`src/rtl/io_port_responder.sv`:
```
// Bus responder with a 4-register window and a transmit FIFO drained onto a
// valid/ready stream. Bus outputs stay 0 unless a hit is being answered.
module io_port_responder #(
    parameter logic [15:0] BASE_ADDR    = 16'hFF00,
    parameter int          FIFO_DEPTH   = 8,
    parameter int          RESP_LATENCY = 2
) (
    input  logic        clk,
    input  logic        reset,
    input  logic        request_flag,
    input  logic        mode_flag,
    input  logic [15:0] locator,
    input  logic [15:0] write_bus,
    output logic [15:0] read_bus,
    output logic        response_flag,
    output logic [15:0] out_data,
    output logic        out_valid,
    input  logic        out_ready
);
    localparam int PW = (FIFO_DEPTH > 1) ? $clog2(FIFO_DEPTH) : 1;

    typedef enum logic [1:0] {IDLE, BUSY, RESPOND, RELEASE} state_t;

    state_t          state_q;
    logic [3:0]      lat_q;
    logic [15:0]     rdata_q;
    logic [15:0]     read_bus_q;
    logic            resp_q;
    logic [15:0]     scratch_q;
    logic            enable_q;
    logic            overflow_q;
    logic [PW-1:0]   wr_ptr_q, wr_ptr_d;
    logic [PW-1:0]   rd_ptr_q, rd_ptr_d;
    logic [7:0]      count_q, count_d;
    logic [15:0]     mem_q [FIFO_DEPTH];

    logic            hit, accept, full, empty, push, push_ok, pop;
    logic [1:0]      idx;
    logic [15:0]     rd_value;

    assign hit     = (locator[15:2] == BASE_ADDR[15:2]);
    assign idx     = locator[1:0];
    assign accept  = (state_q == IDLE) && request_flag && hit;
    assign full    = (count_q == 8'(FIFO_DEPTH));
    assign empty   = (count_q == 8'd0);
    assign push    = accept && mode_flag && (idx == 2'd0);
    // Fullness is judged before the edge; a simultaneous pop does not make room.
    assign push_ok = push && !full;
    assign pop     = out_valid && out_ready;

    assign out_valid     = !empty && enable_q;
    assign out_data      = empty ? 16'h0000 : mem_q[rd_ptr_q];
    assign read_bus      = read_bus_q;
    assign response_flag = resp_q;

    always_comb begin
        case (idx)
            2'd1:    rd_value = {overflow_q, full, empty, 5'b0, count_q};
            2'd2:    rd_value = scratch_q;
            2'd3:    rd_value = {15'b0, enable_q};
            default: rd_value = 16'h0000;
        endcase
    end

    always_comb begin
        wr_ptr_d = wr_ptr_q;
        rd_ptr_d = rd_ptr_q;
        if (push_ok)
            wr_ptr_d = (wr_ptr_q == PW'(FIFO_DEPTH - 1)) ? '0 : wr_ptr_q + 1'b1;
        if (pop)
            rd_ptr_d = (rd_ptr_q == PW'(FIFO_DEPTH - 1)) ? '0 : rd_ptr_q + 1'b1;
        count_d = count_q + 8'(push_ok) - 8'(pop);
    end

    always_ff @(posedge clk or posedge reset) begin
        if (reset) begin
            state_q    <= IDLE;
            lat_q      <= 4'd0;
            rdata_q    <= 16'h0000;
            read_bus_q <= 16'h0000;
            resp_q     <= 1'b0;
        end else begin
            case (state_q)
                IDLE: begin
                    if (accept) begin
                        state_q <= BUSY;
                        lat_q   <= 4'(RESP_LATENCY - 1);
                        rdata_q <= mode_flag ? 16'h0000 : rd_value;
                    end
                end
                BUSY: begin
                    if (lat_q == 4'd0) begin
                        state_q    <= RESPOND;
                        resp_q     <= 1'b1;
                        read_bus_q <= rdata_q;
                    end else begin
                        lat_q <= lat_q - 4'd1;
                    end
                end
                RESPOND: begin
                    state_q    <= RELEASE;
                    resp_q     <= 1'b0;
                    read_bus_q <= 16'h0000;
                end
                RELEASE: begin
                    // A request still held from the finished transaction is never re-accepted.
                    if (!request_flag)
                        state_q <= IDLE;
                end
                default: state_q <= IDLE;
            endcase
        end
    end

    always_ff @(posedge clk or posedge reset) begin
        if (reset) begin
            scratch_q  <= 16'h0000;
            enable_q   <= 1'b0;
            overflow_q <= 1'b0;
            wr_ptr_q   <= '0;
            rd_ptr_q   <= '0;
            count_q    <= 8'd0;
        end else begin
            if (accept && mode_flag) begin
                case (idx)
                    2'd1:    if (write_bus[15]) overflow_q <= 1'b0;
                    2'd2:    scratch_q <= write_bus;
                    2'd3:    enable_q  <= write_bus[0];
                    default: ;
                endcase
            end
            if (push && full)
                overflow_q <= 1'b1;
            wr_ptr_q <= wr_ptr_d;
            rd_ptr_q <= rd_ptr_d;
            count_q  <= count_d;
        end
    end

    always_ff @(posedge clk) begin
        if (push_ok)
            mem_q[wr_ptr_q] <= write_bus;
    end

endmodule

```
`config.mk`:
```
export PLATFORM = sky130hd
export DESIGN_NAME = io_port_responder
export DESIGN_NICKNAME = d
export VERILOG_FILES = /design/src/rtl/io_port_responder.sv
export SDC_FILE = /design/constraint.sdc
export NUM_CORES = 1
export LEC_CHECK = 0
export ABC_AREA = 1
export BUFFER_PORTS_ARGS = -buffer_cell sky130_fd_sc_hd__buf_2
export CAP_MARGIN = 20
export CORE_ASPECT_RATIO = 0.9
export CORE_MARGIN = 5
export CORE_UTILIZATION = 45
export CTS_CLUSTER_SIZE = 16
export DETAILED_ROUTE_END_ITERATION = 10
export PLACE_DENSITY = 0.7
export SETUP_SLACK_MARGIN = 0.15
export SYNTH_ARGS = -nofsm -noshare
export SYNTH_HDL_FRONTEND = slang
export SYNTH_SLANG_ARGS = --single-unit
```
`constraint.sdc`:
```
create_clock -name clk -period 2.7 [get_ports clk]
set_input_delay 0.54 -clock clk [delete_from_list [all_inputs] [get_ports clk]]
set_output_delay 0.54 -clock clk [all_outputs]
set_load 0.01 [all_outputs]
```
* Word level (Yosys, flattened, before mapping)
Memory sizes are Yosys's and may differ from the RTL's.
Index checks and enable logic that the tools add are counted.
** Storage, ports and cells
- Flip-flop bits (word level) :: 71
- Bits in writable memories :: 128
- Input bits :: 37
- Output and inout bits :: 34
- Word-level logic and storage cells :: 79
- Memories kept :: 1
** Operators by class
- Add/subtract/negate cells :: 5
- Eq/ne operators :: 14
- Mux-type cells :: 22
- Reduce and logical (&&, ||, !) cells :: 26
** Memory list
- mem_q :: words 8, width 16, rd ports 1, clocked after Yosys merged registers in 0, write ports 1, RTL line 35 : logic [15:0] mem_q [FIFO_DEPTH];
** Operators with widths (count)
- $mux W16 :: 3
- $pmux W16 S3 :: 1
- $pmux W16 S2 :: 1
- $eq A14 B14 Y1 const B :: 1
- $reduce_bool A2 Y1 :: 5
- $reduce_and A3 Y1 :: 3
- $add A8 B1 Y8 :: 1
- $eq A2 B2 Y1 const B :: 4
- $eq A8 B4 Y1 const B :: 1
- $logic_and A1 B1 Y1 :: 8
- $logic_not A8 Y1 :: 1
- $mux W4 :: 2
- $ne A2 B2 Y1 const B :: 4
- $pmux W2 S4 :: 1
- $pmux W4 S2 :: 1
- $reduce_and A2 Y1 :: 4
- $sub A8 B1 Y8 :: 1
- $mux W1 :: 7
- $add A3 B1 Y3 const B :: 2
- $eq A3 B3 Y1 const B :: 2
- $mux W2 :: 3
- $mux W3 :: 2
- $eq A2 B1 Y1 const B :: 2
- $logic_not A2 Y1 :: 2
- 4 further kinds :: 5

* Logic depth before layout (Yosys ltp)
Gate-level depths: netlist (run 1).
- Word-level depth :: 8
- Mapped depth :: 17

* Worst setup path before layout (run 1)
Ideal clock, no wire load.
- Path type :: reg2reg
- Start point :: register state_q[0]
- End point :: memory mem_q[6][0] (enable)
- Setup time :: 0.409 ns
- Data arrival time :: 2.474 ns
- Data required time :: 2.291 ns
- Path slack :: -0.184 ns
- Stages on the path, launching flop included :: 10
- Buffers on the path :: 1
- Period minus slack after synthesis :: 2.884 ns
- Cells stage by stage :: dfrtp_1 inv_1 ha_1 nand2_1 nor2_1 nand2_1 nor2_4 nand4_2 buf_2 nor3_1
** On the way
- Cells in the longest elaborated chain, start to end :: 8
** RTL lines
- start, declared :: RTL line 24 : state_t state_q;
- start signal, assigned :: RTL line 77 : state_q <= IDLE;
- start signal, assigned :: RTL line 86 : state_q <= BUSY;
- start signal, assigned :: RTL line 93 : state_q <= RESPOND;
- $logic_not A2 Y1 :: RTL line 43 : assign accept = (state_q == IDLE) && request_flag && hit;
- $logic_and A1 B1 Y1 (2 in series) :: RTL line 43
- $logic_and A1 B1 Y1 (2 in series) :: RTL line 46 : assign push = accept && mode_flag && (idx == 2'd0);
- $logic_and A1 B1 Y1 :: RTL line 48 : assign push_ok = push && !full;
- $mux W1 :: RTL line 141 : if (push_ok)
- $mux W1 (not written as such) :: RTL line 142 : mem_q[wr_ptr_q] <= write_bus;
- end, declared :: RTL line 35
No other way between the ends.

* Worst setup path after layout (run 1)
- Start point :: register count_q[2]
- End point :: output out_data[1]
** On the way
- Cells in the longest elaborated chain, start to end :: 2
** RTL lines
- start, declared :: RTL line 34 : logic [7:0] count_q, count_d;
- start signal, assigned :: RTL line 136 : count_q <= count_d;
- $logic_not A8 Y1 :: RTL line 45 : assign empty = (count_q == 8'd0);
- $mux W16 :: RTL line 52 : assign out_data = empty ? 16'h0000 : mem_q[rd_ptr_q];
- end, declared :: RTL line 16 : output logic [15:0] out_data,
No other way between the ends.

==> results of run 1 <==
## state kept, by name, indices dropped and copies added (netlist names), 2 cells and up
signal and flops:
mem_q 128, rdata_q 16, read_bus 16, scratch_q 16
count_q 8, lat_q 4, rd_ptr_q 3, wr_ptr_q 3
state_q 2
## through the flow
step | area, um^2 | hold slack [ps] | utilization, % | total power, W
final | 10400 | 96.9 | 54.5 | 0.00910
after global routing | 10400 | 112 | 54.5 | 0.00970
after CTS | 10100 | 95.2 | 52.7 | 0.00868
after detailed placement | 9470 | 463 | 49.6 | 0.00628
after global placement | 9470 | 461 | 49.6 | 0.00622
after floorplan | 8710 | 442 | - | 0.00544
## power by group through the flow
stage	logic, W	clock network [W]	registers [W]
detailed placement	0.00271	0	0.00356
global route	0.00366	0.00252	0.00353
finish	0.00325	0.00234	0.00351
floorplan	0.00190	0	0.00354
CTS	0.00281	0.00239	0.00349
global placement	0.00267	0	0.00355
## cell usage after synthesis, types with 2 or more instances
cell type	n	area, um^2
nand2_1	134	503
edfxtp_1	128	3840
nor2_1	117	439
o21ai_0	113	566
dfrtp_1	71	1780
inv_1	68	255
nand3_1	49	245
ha_1	22	275
clkbuf_1	18	67.6
mux2i_1	16	160
o22ai_1	16	100
buf_2	10	50.1
nor3_1	8	40.0
a21oi_1	5	25.0
nand4_1	5	31.3
xor2_1	5	43.8
nor2_2	3	18.8
nor2_4	3	33.8
a21o_1	2	15.0
a31oi_1	2	12.5
buf_4	2	15.0
buf_6	2	22.5
## final cells by class
| cell class | count | area, um^2 | area share [%] |
|---|---|---|---|
| clock buffer | 19 | 433 | 4.16 |
| inverter | 69 | 265 | 2.55 |
| sequential | 199 | 5620 | 54.0 |
| clock inverter | 10 | 100 | 0.962 |
| multi-input combinational | 512 | 2800 | 27.0 |
| timing repair buffer | 116 | 866 | 8.32 |
| tap | 250 | 313 | 3.01 |
## cells in the final DEF, fill, tap and decap left out, drive strengths merged, types with 8 or more instances in the layout
cell type	n
nand2	136
nor2	124
clkbuf	23
dfrtp	71
ha	22
nand3	50
edfxtp	128
nor3	8
buf	112
o22ai	16
o21ai	114
inv	70
mux2i	16
## critical path: cells and delay by family (launching register included)
kind                     cells  cell delay [ps]
adder cells (fa/ha/maj)      1              180
buffers and inverters        5              570
AO/OA/AOI/OAI                1               80
AND/OR/NAND/NOR              3              360
flip-flops                   1              370
## cell families after synthesis
logic type	count (synthesis)	synth area share, %
compound gates	141	8.52
flops	199	64.8
xor+xnor	6	0.606
simple gates	326	16.0
buf+inv	102	4.82
fa+ha+maj	23	3.40
mux	16	1.85
## worst max path at each step
| stage | startpoint | depth (start not counted) | endpoint | slack (ps) |
|---|---|---|---|---|
| global route | state_q[1] | 16 | count_q[6] | 30 |
| global placement | locator[3] | 16 | count_q[6] | 120 |
| CTS | count_q[6] | 10 | out_data[15] | 130 |
| finish | count_q[2] | 10 | out_data[1] | 180 |
| floorplan | state_q[0] | 9 | mem_q[6][0] | -70 |
| detailed placement | locator[3] | 16 | count_q[6] | 110 |
## metal layers
| layer | share of wire, % | wire length [um] |
|---|---|---|
| met1 | 46 | 9140 |
| met2 | 47 | 9140 |
| met3 | 6.3 | 1230 |
| met4 | 0.73 | 144 |
| met5 | 0 | 0 |
## repair_timing
action	4_1_cts	5_1_grt
pin swaps	2	22
gates resized for setup	7	67
cloned	1	6
buffers inserted	6	10
endpoints found under the setup margin	17	21
==> key figures, run 1 <==
STA
  – Final count of hold timing violations: 0
  – Fmax: 397 MHz
  – Final Max Slew Viols: 0
  – Final min period: 2520 ps
  – Max_slew headroom: 51.0%
  – Slew @ Worst Pin: 734 ps
  – Unrepaired setup endpoints after global routing: yes
  – Final period util: 93.2%
  – Clk_skew: 9.84 ps
  – Setup WS post-layout: 184 ps
  – Setup TNS: 0 ps
  – Final setup viols: 0

Global route
  – Initial antenna violation count: 0
  – Vias in the first global route: 5,783
  – GR Util met1: 24.8%
  – First-pass GRT wire length: 30,600 um
  – Total grt overflow: 0
  – Met2 usage in global routing: 27.6%
  – Gr busiest metal: met2
  – Largest net degree at the start of global routing: 67
  – Tot GR Track Use: 17.5%
  – Met3 Usage GRT: 4.39%

Worst setup path
  – Crit path cell chain: inv_2 > ha_2 > nand2_2 > nor2_4 > buf_6 > inv_4 > buf_8 > o21ai_0 > nor2_1 > buf_2
  – CP max-delay cell: dfrtp_1
  – R2R Setup Slk: 200 ps
  – Crit path launch type: flip-flop
  – CP Data Required Time: 2160 ps
  – CP Class: reg -> out
  – Critical R2R Launch: state_q[1]
  – Critical path capture point type: primary output
  – Critical Path Max Stage Delay: 370 ps
  – Depth of the worst register-to-register path: 16
  – FF-to-FF End: count_q[6]
  – Crit path arrival time: 1980 ps
  – CP Max Fanout: 8

Clock network
  – Number of hold buffers added after cts: 0
  – CTS Sinks: 199
  – CTS clk-pin slew, worst paths: 60 ps
  – CTS tree: done
  – Root buf cell: clkbuf_16
  – TritonCTS buffer count: 17
  – Clk buf depth: 2
  – Clock Latency Late Sink: 430 ps
  – Depth of the CTS H-tree: 4

Routing
  – Via density per instance: 5.15
  – Via count: 6,049
  – DRC Markers: 0
  – Drt pass-1 iters: 5
  – Final wirelength: 19,700 um
  – Initial DRC count: 500
  – WL/cell: 16.7 um
  – Remaining antenna violation count: 0

Synthesis
  – Synthesized area: 8680 um^2
  – Synth Net Count: 873
  – Seq/Total Area, Yosys: 64.8%
  – Register bit total from synthesis: 199
  – Post-synthesis async set-or-reset flop share: 35.7%
  – Unique masters post-synth: 36
  – Most used DFF post-synth: edfxtp_1
  – EDFF count, synth: 128
  – Synthesis warning total: 0
  – Synth Instances: 813
  – Syn Area/Cell: 10.7 um^2

Power and ir drop
  – Clock share of power: 25.7%
  – Cell Int Power: 0.00597 W
  – Power density cells: 875 nW/um^2
  – Combinational share of power: 35.7%
  – Worst VDD drop: 0.567 mV
  – Seq pwr share: 38.6%
  – Psw: 0.00313 W
  – Lkg Pwr: 4.36 nW
  – Sw Ratio: 34.4%

Die
  – Die Span Y: 142 um
  – Row count: 48
  – IO Count: 71
  – Core Area: 19,100 um^2
  – Initial Util: 45.4%
  – Horiz. Die Dim: 156 um
  – Full die area: 22,200 um^2

Layout
  – Nets: 975
  – Layout cells sized above 1: 21.6%
  – Area Overhead vs Synth: 19.9%
  – Ant. Diodes: 0
  – Cell Count, Final, Fillers Out: 1,175
  – Fill cells: 1,617

Place
  – Placed cells: 1,123
  – GP Congestion: 0.784
  – Port bufs: 70
  – Dpl ws: 112 ps
  – Post-DP HPWL: 11,800 um

Flow run
  – Max-cap violation count: 0

Worst hold path
  – HP Class: in -> async

Run status
  – Status: complete, no violations
Power figures use the tool's default switching activity.
==> inputs of run 2 (changes only) <==
--- a/config.mk
+++ b/config.mk
@@ -8,7 +8,6 @@
 export ABC_AREA = 1
 export BUFFER_PORTS_ARGS = -buffer_cell sky130_fd_sc_hd__buf_2
 export CAP_MARGIN = 20
-export CORE_ASPECT_RATIO = 0.9
 export CORE_MARGIN = 5
 export CORE_UTILIZATION = 45
 export CTS_CLUSTER_SIZE = 16
==> key figures, run 2 (synthesized netlist as in run 1, its figures left out) <==
Run status
  – Status: complete, no violations

Die
  – Full die area: 22,200 um^2 (about the same)
  – Row count: 50 (+4.2%)
  – IO Count: 71 (unchanged)
  – Initial Util: 46.1% (+0.65 points)
  – Horiz. Die Dim: 149 um (-4.8%)
  – Core Area: 18,800 um^2 (-1.4%)
  – Die Span Y: 149 um (+5.0%)

Layout
  – Sequential cell area: 5620 um^2 (unchanged)
  – Most common cell after layout, fill and taps aside: nand2_1
  – Leading cell types in the layout, fill and taps excluded: 132 x nand2_1, 128 x edfxtp_1, 114 x nor2_1
  – Layout cells sized above 1: 22.2% (+0.57 points)
  – Nets: 989 (+1.4%)
  – Ant. Diodes: 0 (unchanged)
  – Design area: 10,500 um^2 (+0.79%)
  – Footprint of the multi-input gates: 2780 um^2 (-1.0%)
  – Area Overhead vs Synth: 20.8%
  – Fill cells: 1,580 (-2.3%)
  – Largest Register: mem_q
  – Max reg flops: 128 (unchanged)

Power and ir drop
  – Combinational share of power: 33.6% (-2.1 points)
  – Clock share of power: 28.5% (+2.8 points)
  – Worst VDD drop: 0.529 mV (-6.6%)
  – Psw: 0.00311 W (-0.75%)
  – Cell Int Power: 0.00612 W (+2.4%)
  – Power density cells: 880 nW/um^2 (+0.54%)
  – Lkg Pwr: 4.42 nW (+1.6%)
  – Seq pwr share: 37.9% (-0.7 points)
  – Sw Ratio: 33.7% (-0.71 points)

Clock network
  – Clock Latency Late Sink: 440 ps (about the same)
  – TritonCTS buffer count: 17 (unchanged)
  – Clk buf depth: 2 (unchanged)
  – CTS Sinks: 199 (unchanged)
  – Depth of the CTS H-tree: 4 (unchanged)
  – CTS tree: done
  – CTS clk-pin slew, worst paths: 70 ps (about the same)
  – Root buf cell: clkbuf_16

STA
  – Fmax: 394 MHz (-0.73%)
  – Final Max Slew Viols: 0 (unchanged)
  – Final setup viols: 0 (unchanged)
  – Slew @ Worst Pin: 476 ps (-258 ps)
  – Unrepaired setup endpoints after global routing: yes
  – Final period util: 93.9% (+0.69 points)
  – Hold WS: 211 ps (+114 ps)
  – Final min period: 2540 ps (+18.6 ps)
  – Max_slew headroom: 68.3% (+17 points)
  – Clk_skew: 12.7 ps (+2.87 ps)
  – Final count of hold timing violations: 0 (unchanged)
  – Setup WS post-layout: 165 ps (-18.6 ps)

Worst setup path
  – R2R Setup Slk: 180 ps (-20 ps)
  – Critical R2R Launch: count_q[2]
  – Depth of the worst register-to-register path: 19 (+3)
  – Critical path buffer and inverter count: 3 (-2)
  – Crit path launch type: flip-flop
  – Critical path capture point type: primary output
  – CP Data Required Time: 2160 ps (about the same)
  – Crit path arrival time: 2000 ps (+20 ps)
  – Setup crit start: rd_ptr_q[0]
  – CP Max Fanout: 28 (+20)
  – CP delay by family, top: buffers and inverters
  – CP max-delay cell: dfrtp_2
  – Critical Path Max Stage Delay: 460 ps (+90 ps)
  – Crit path cell chain: inv_1 > buf_12 > nor2_1 > o21ai_0 > o21ai_0 > nor2_1 > buf_2
  – FF-to-FF End: rd_ptr_q[1]
  – CP Class: reg -> out

Place
  – Dpl ws: 47.3 ps (-64.5 ps)
  – GP Congestion: 0.821 (+4.6%)
  – Port bufs: 70 (unchanged)
  – Post-DP Area: 9480 um^2 (about the same)
  – Post-DP HPWL: 11,900 um (+1.4%)

Global route
  – Vias in the first global route: 6,150 (+6.3%)
  – First-pass GRT wire length: 31,700 um (+3.8%)
  – Initial antenna violation count: 0 (unchanged)
  – Total grt overflow: 0 (unchanged)
  – Tot GR Track Use: 18.1% (+0.61 points)
  – Largest net degree at the start of global routing: 67 (unchanged)

Routing
  – M1 WL: 8740 um (-4.4%)
  – Metal2 WL: 9620 um (+5.2%)
  – Final wirelength: 19,600 um (-0.28%)
  – Remaining antenna violation count: 0 (unchanged)
  – WL/cell: 16.3 um (-2.5%)
  – Uppermost layer routed: met4
  – Drt pass-1 iters: 5 (unchanged)
  – DR WL met3: 978 um (-20%)
  – Initial DRC count: 380 (-24%)
  – Via count: 6,178 (+2.1%)
  – DRC Markers: 0 (unchanged)
  – Via density per instance: 5.14 (-0.16%)

Flow run
  – Max-cap violation count: 0 (unchanged)

Worst hold path
  – HP Class: in -> async
-- run 2: changes by cell type in the layout (fill, tap and decap cells not counted), moves of 3 or more --
cell       delta
buf_6         -6
o21ai_1      -25
buf_4        +24
nor2_2        -3
o21ai_0      +26
nor2_1        +4
clkbuf_16     -4
-- run 2: worst max path at each step --
stage | end | cells after the start
floorplan | mem_q[6][0] | 9
global placement | count_q[6] | 16
detailed placement | count_q[6] | 16
CTS | out_data[15] | 7
global route | count_q[6] | 16
finish | out_data[15] | 7
-- run 2: what timing repair did --
item                                    in CTS  in global routing
cloned                                       1                  0
endpoints found under the hold margin        0                  0
resized for setup                           19                 25
endpoints found under the setup margin      10                 17
setup buffers                               23                  9
hold buffers                                 0                  0
pin swaps                                    7                 11
-- run 2: cell type report --
type | count | share of cell area, %
timing repair buffer | 130 | 8.42
tap | 260 | 3.10
sequential | 199 | 53.6
clock inverter | 11 | 1.56
inverter | 69 | 2.53
clock buffer | 21 | 4.30
multi-input combinational | 512 | 26.5
-- run 2: routing by layer --
metal | up-vias | track usage (%)
li1 | 2994 | -
met1 | 2984 | 24.4
met2 | 175 | 29.9
met3 | 25 | 4.10
met4 | 0 | 4.81
met5 | - | 0
-- run 2: tightest hold or removal path: stages --
cell and delay, ps:
buf_2 100, inv_2 40, buf_4 390
-- run 2: power groups by stage --
stage	Sequential, W	Clock (W)	Combinational (W)
final	0.00349	0.00263	0.00310
after global routing	0.00351	0.00281	0.00349
after CTS	0.00348	0.00268	0.00291
after detailed placement	0.00355	0	0.00270
after global placement	0.00355	0	0.00266
after floorplan	0.00354	0	0.00190
-- run 2: stage by stage --
stage	utilization, %	std cells	power [W]	TNS [ps]
floorplan	-	813	0.00544	-9120
global placement	50.3	1137	0.00621	0
detailed placement	50.3	1137	0.00626	0
CTS	54.9	1193	0.00907	0
global route	55.7	1202	0.00981	0
finish	55.7	1202	0.00922	0
==> inputs of run 3 (changes only) <==
--- a/config.mk
+++ b/config.mk
@@ -6,7 +6,7 @@
 export NUM_CORES = 1
 export LEC_CHECK = 0
 export ABC_AREA = 1
-export BUFFER_PORTS_ARGS = -buffer_cell sky130_fd_sc_hd__buf_2
+export BUFFER_PORTS_ARGS = -buffer_cell sky130_fd_sc_hd__buf_4
 export CAP_MARGIN = 20
 export CORE_MARGIN = 5
 export CORE_UTILIZATION = 45
==> key figures, run 3 (synthesized netlist as in run 1, its figures left out) <==
Worst setup path
  – CP max-delay cell: dfrtp_1
  – CP Class: reg -> out
  – Critical R2R Launch: state_q[1]
  – Crit path arrival time: 2000 ps (about the same)
  – Critical path buffer and inverter count: 5 (+2)
  – Most frequent CP cell: buf_6
  – CP delay by family, top: buffers and inverters
  – CP Max Fanout: 4 (-86%)
  – Setup crit start: count_q[6]
  – Critical Path Max Stage Delay: 390 ps (-70 ps)
  – FF-to-FF End: count_q[6]
  – Critical path capture point type: primary output
  – Depth of the worst register-to-register path: 16 (-3)
  – Crit path cell chain: inv_2 > ha_2 > nand2_1 > nor2_2 > buf_6 > clkinvlp_4 > buf_6 > o21ai_1 > nor2_1 > buf_4
  – CP Data Required Time: 2160 ps (about the same)
  – Crit path launch type: flip-flop
  – R2R Setup Slk: 290 ps (+110 ps)

Clock network
  – Depth of the CTS H-tree: 4 (unchanged)
  – CTS clk-pin slew, worst paths: 70 ps (about the same)
  – CTS tree: done
  – Clock Latency Late Sink: 430 ps (about the same)
  – Clk buf depth: 2 (unchanged)
  – CTS Sinks: 199 (unchanged)
  – TritonCTS buffer count: 17 (unchanged)
  – Root buf cell: clkbuf_16

Global route
  – Total grt overflow: 0 (unchanged)
  – Vias in the first global route: 6,133 (-0.28%)
  – First-pass GRT wire length: 31,200 um (-1.8%)
  – Largest net degree at the start of global routing: 66 (-1.5%)
  – Initial antenna violation count: 0 (unchanged)
  – Tot GR Track Use: 17.6% (-0.49 points)

Layout
  – Max reg flops: 128 (unchanged)
  – Area Overhead vs Synth: 21.7%
  – Most common cell after layout, fill and taps aside: nand2_1
  – Fill cells: 1,560 (-1.3%)
  – Layout Utilization: 56.1% (+0.42 points)
  – Nets: 978 (-1.1%)
  – Leading cell types in the layout, fill and taps excluded: 134 x nand2_1, 128 x edfxtp_1, 112 x nor2_1
  – Ant. Diodes: 0 (unchanged)
  – Layout cells sized above 1: 22.4% (+0.26 points)
  – Design area: 10,600 um^2 (+0.75%)
  – Largest Register: mem_q

Die
  – IO Count: 71 (unchanged)
  – Row count: 50 (unchanged)
  – Initial Util: 46.1% (unchanged)
  – Full die area: 22,200 um^2 (unchanged)
  – Die Span Y: 149 um (unchanged)
  – Core Area: 18,800 um^2 (unchanged)
  – Horiz. Die Dim: 149 um (unchanged)

STA
  – Setup WS post-layout: 159 ps (-5.69 ps)
  – Unrepaired setup endpoints after global routing: yes
  – Final setup viols: 0 (unchanged)
  – Max_slew headroom: 65.4% (-2.9 points)
  – Slew @ Worst Pin: 518 ps (+42.8 ps)
  – Fmax: 394 MHz (-0.22%)
  – Final min period: 2540 ps (+5.69 ps)
  – Final Max Slew Viols: 0 (unchanged)
  – Final period util: 94.1% (+0.21 points)
  – Final count of hold timing violations: 0 (unchanged)
  – Clk_skew: 10.1 ps (-2.60 ps)

Routing
  – DRC Markers: 0 (unchanged)
  – Via density per instance: 5.06 (-1.6%)
  – Drt pass-1 iters: 4 (-1)
  – Via count: 6,025 (-2.5%)
  – Initial DRC count: 353 (-7.1%)
  – Final wirelength: 18,900 um (-3.3%)
  – WL/cell: 15.9 um (-2.4%)
  – Remaining antenna violation count: 0 (unchanged)

Place
  – Port bufs: 70 (unchanged)
  – Post-DP Area: 9680 um^2 (+2.1%)
  – GP Congestion: 0.798 (-2.7%)
  – Dpl ws: 57.0 ps (+9.70 ps)
  – Post-DP HPWL: 12,000 um (+0.90%)

Power and ir drop
  – Lkg Pwr: 4.40 nW (-0.49%)
  – Worst VDD drop: 0.682 mV (+29%)
  – Pwr Total: 0.00914 W (-0.97%)
  – Power density cells: 865 nW/um^2 (-1.7%)

Flow run
  – Max-cap violation count: 0 (unchanged)

Worst hold path
  – HP Class: in -> async

Run status
  – Status: complete, no violations
## run 3: layer usage
layer / vias up / GRT usage (%) / share of wire (%)
met5: - / 0 / 0
met4: 0 / 4.30 / 1.3
met3: 17 / 3.74 / 4.7
met2: 145 / 28.6 / 48
met1: 2897 / 24.6 / 46
li1: 2966 / - / -
## run 3: cell type report
type	count	area [um^2]	share of cell area [%]
Sequential cell	199	5620	53.2
Multi-Input combinational cell	512	2800	26.5
Timing Repair Buffer	119	987	9.34
Clock buffer	18	429	4.06
Tap cell	260	325	3.08
Inverter	69	267	2.52
Clock inverter	14	136	1.29
## run 3: worst reg2reg max path: cells and delay by family (launching register included)
kind	cells	cell delay [ps]
xor+xnor	1	140
fa+ha+maj	4	860
buf+inv	4	270
flops	1	400
simple gates	7	670
## run 3: what timing repair did
action | 4_1_cts | 5_1_grt
hold buffers | 0 | 0
setup endpoints to repair | 17 | 20
gates cloned | 1 | 0
pin swaps | 6 | 23
resized for setup | 16 | 40
setup buffers | 11 | 10
## run 3: stage by stage
stage          instances  hold slack [ps]  setup TNS [ps]
6_report            1191              127               0
2_1_floorplan        813              442           -9120
5_1_grt             1191              140               0
3_3_place_gp        1137              459               0
4_1_cts             1181              119               0
3_5_place_dp        1137              463               0
## run 3: how the worst max path moves through the flow
stage                             end  cells past startpoint
after floorplan           mem_q[6][0]                      9
final                     out_data[1]                     10
after detailed placement   count_q[6]                     16
after global routing      out_data[5]                     10
after global placement     count_q[6]                     16
after CTS                 out_data[2]                     10
## run 3: where the power goes
part	total (W)	internal, W	leakage [nW]	switching, W
Combinational	0.00319	0.00134	2.03	0.00185
Clock	0.00244	0.00130	0.270	0.00115
Sequential	0.00350	0.00339	2.10	0.000112
Total	0.00914	0.00602	4.40	0.00311
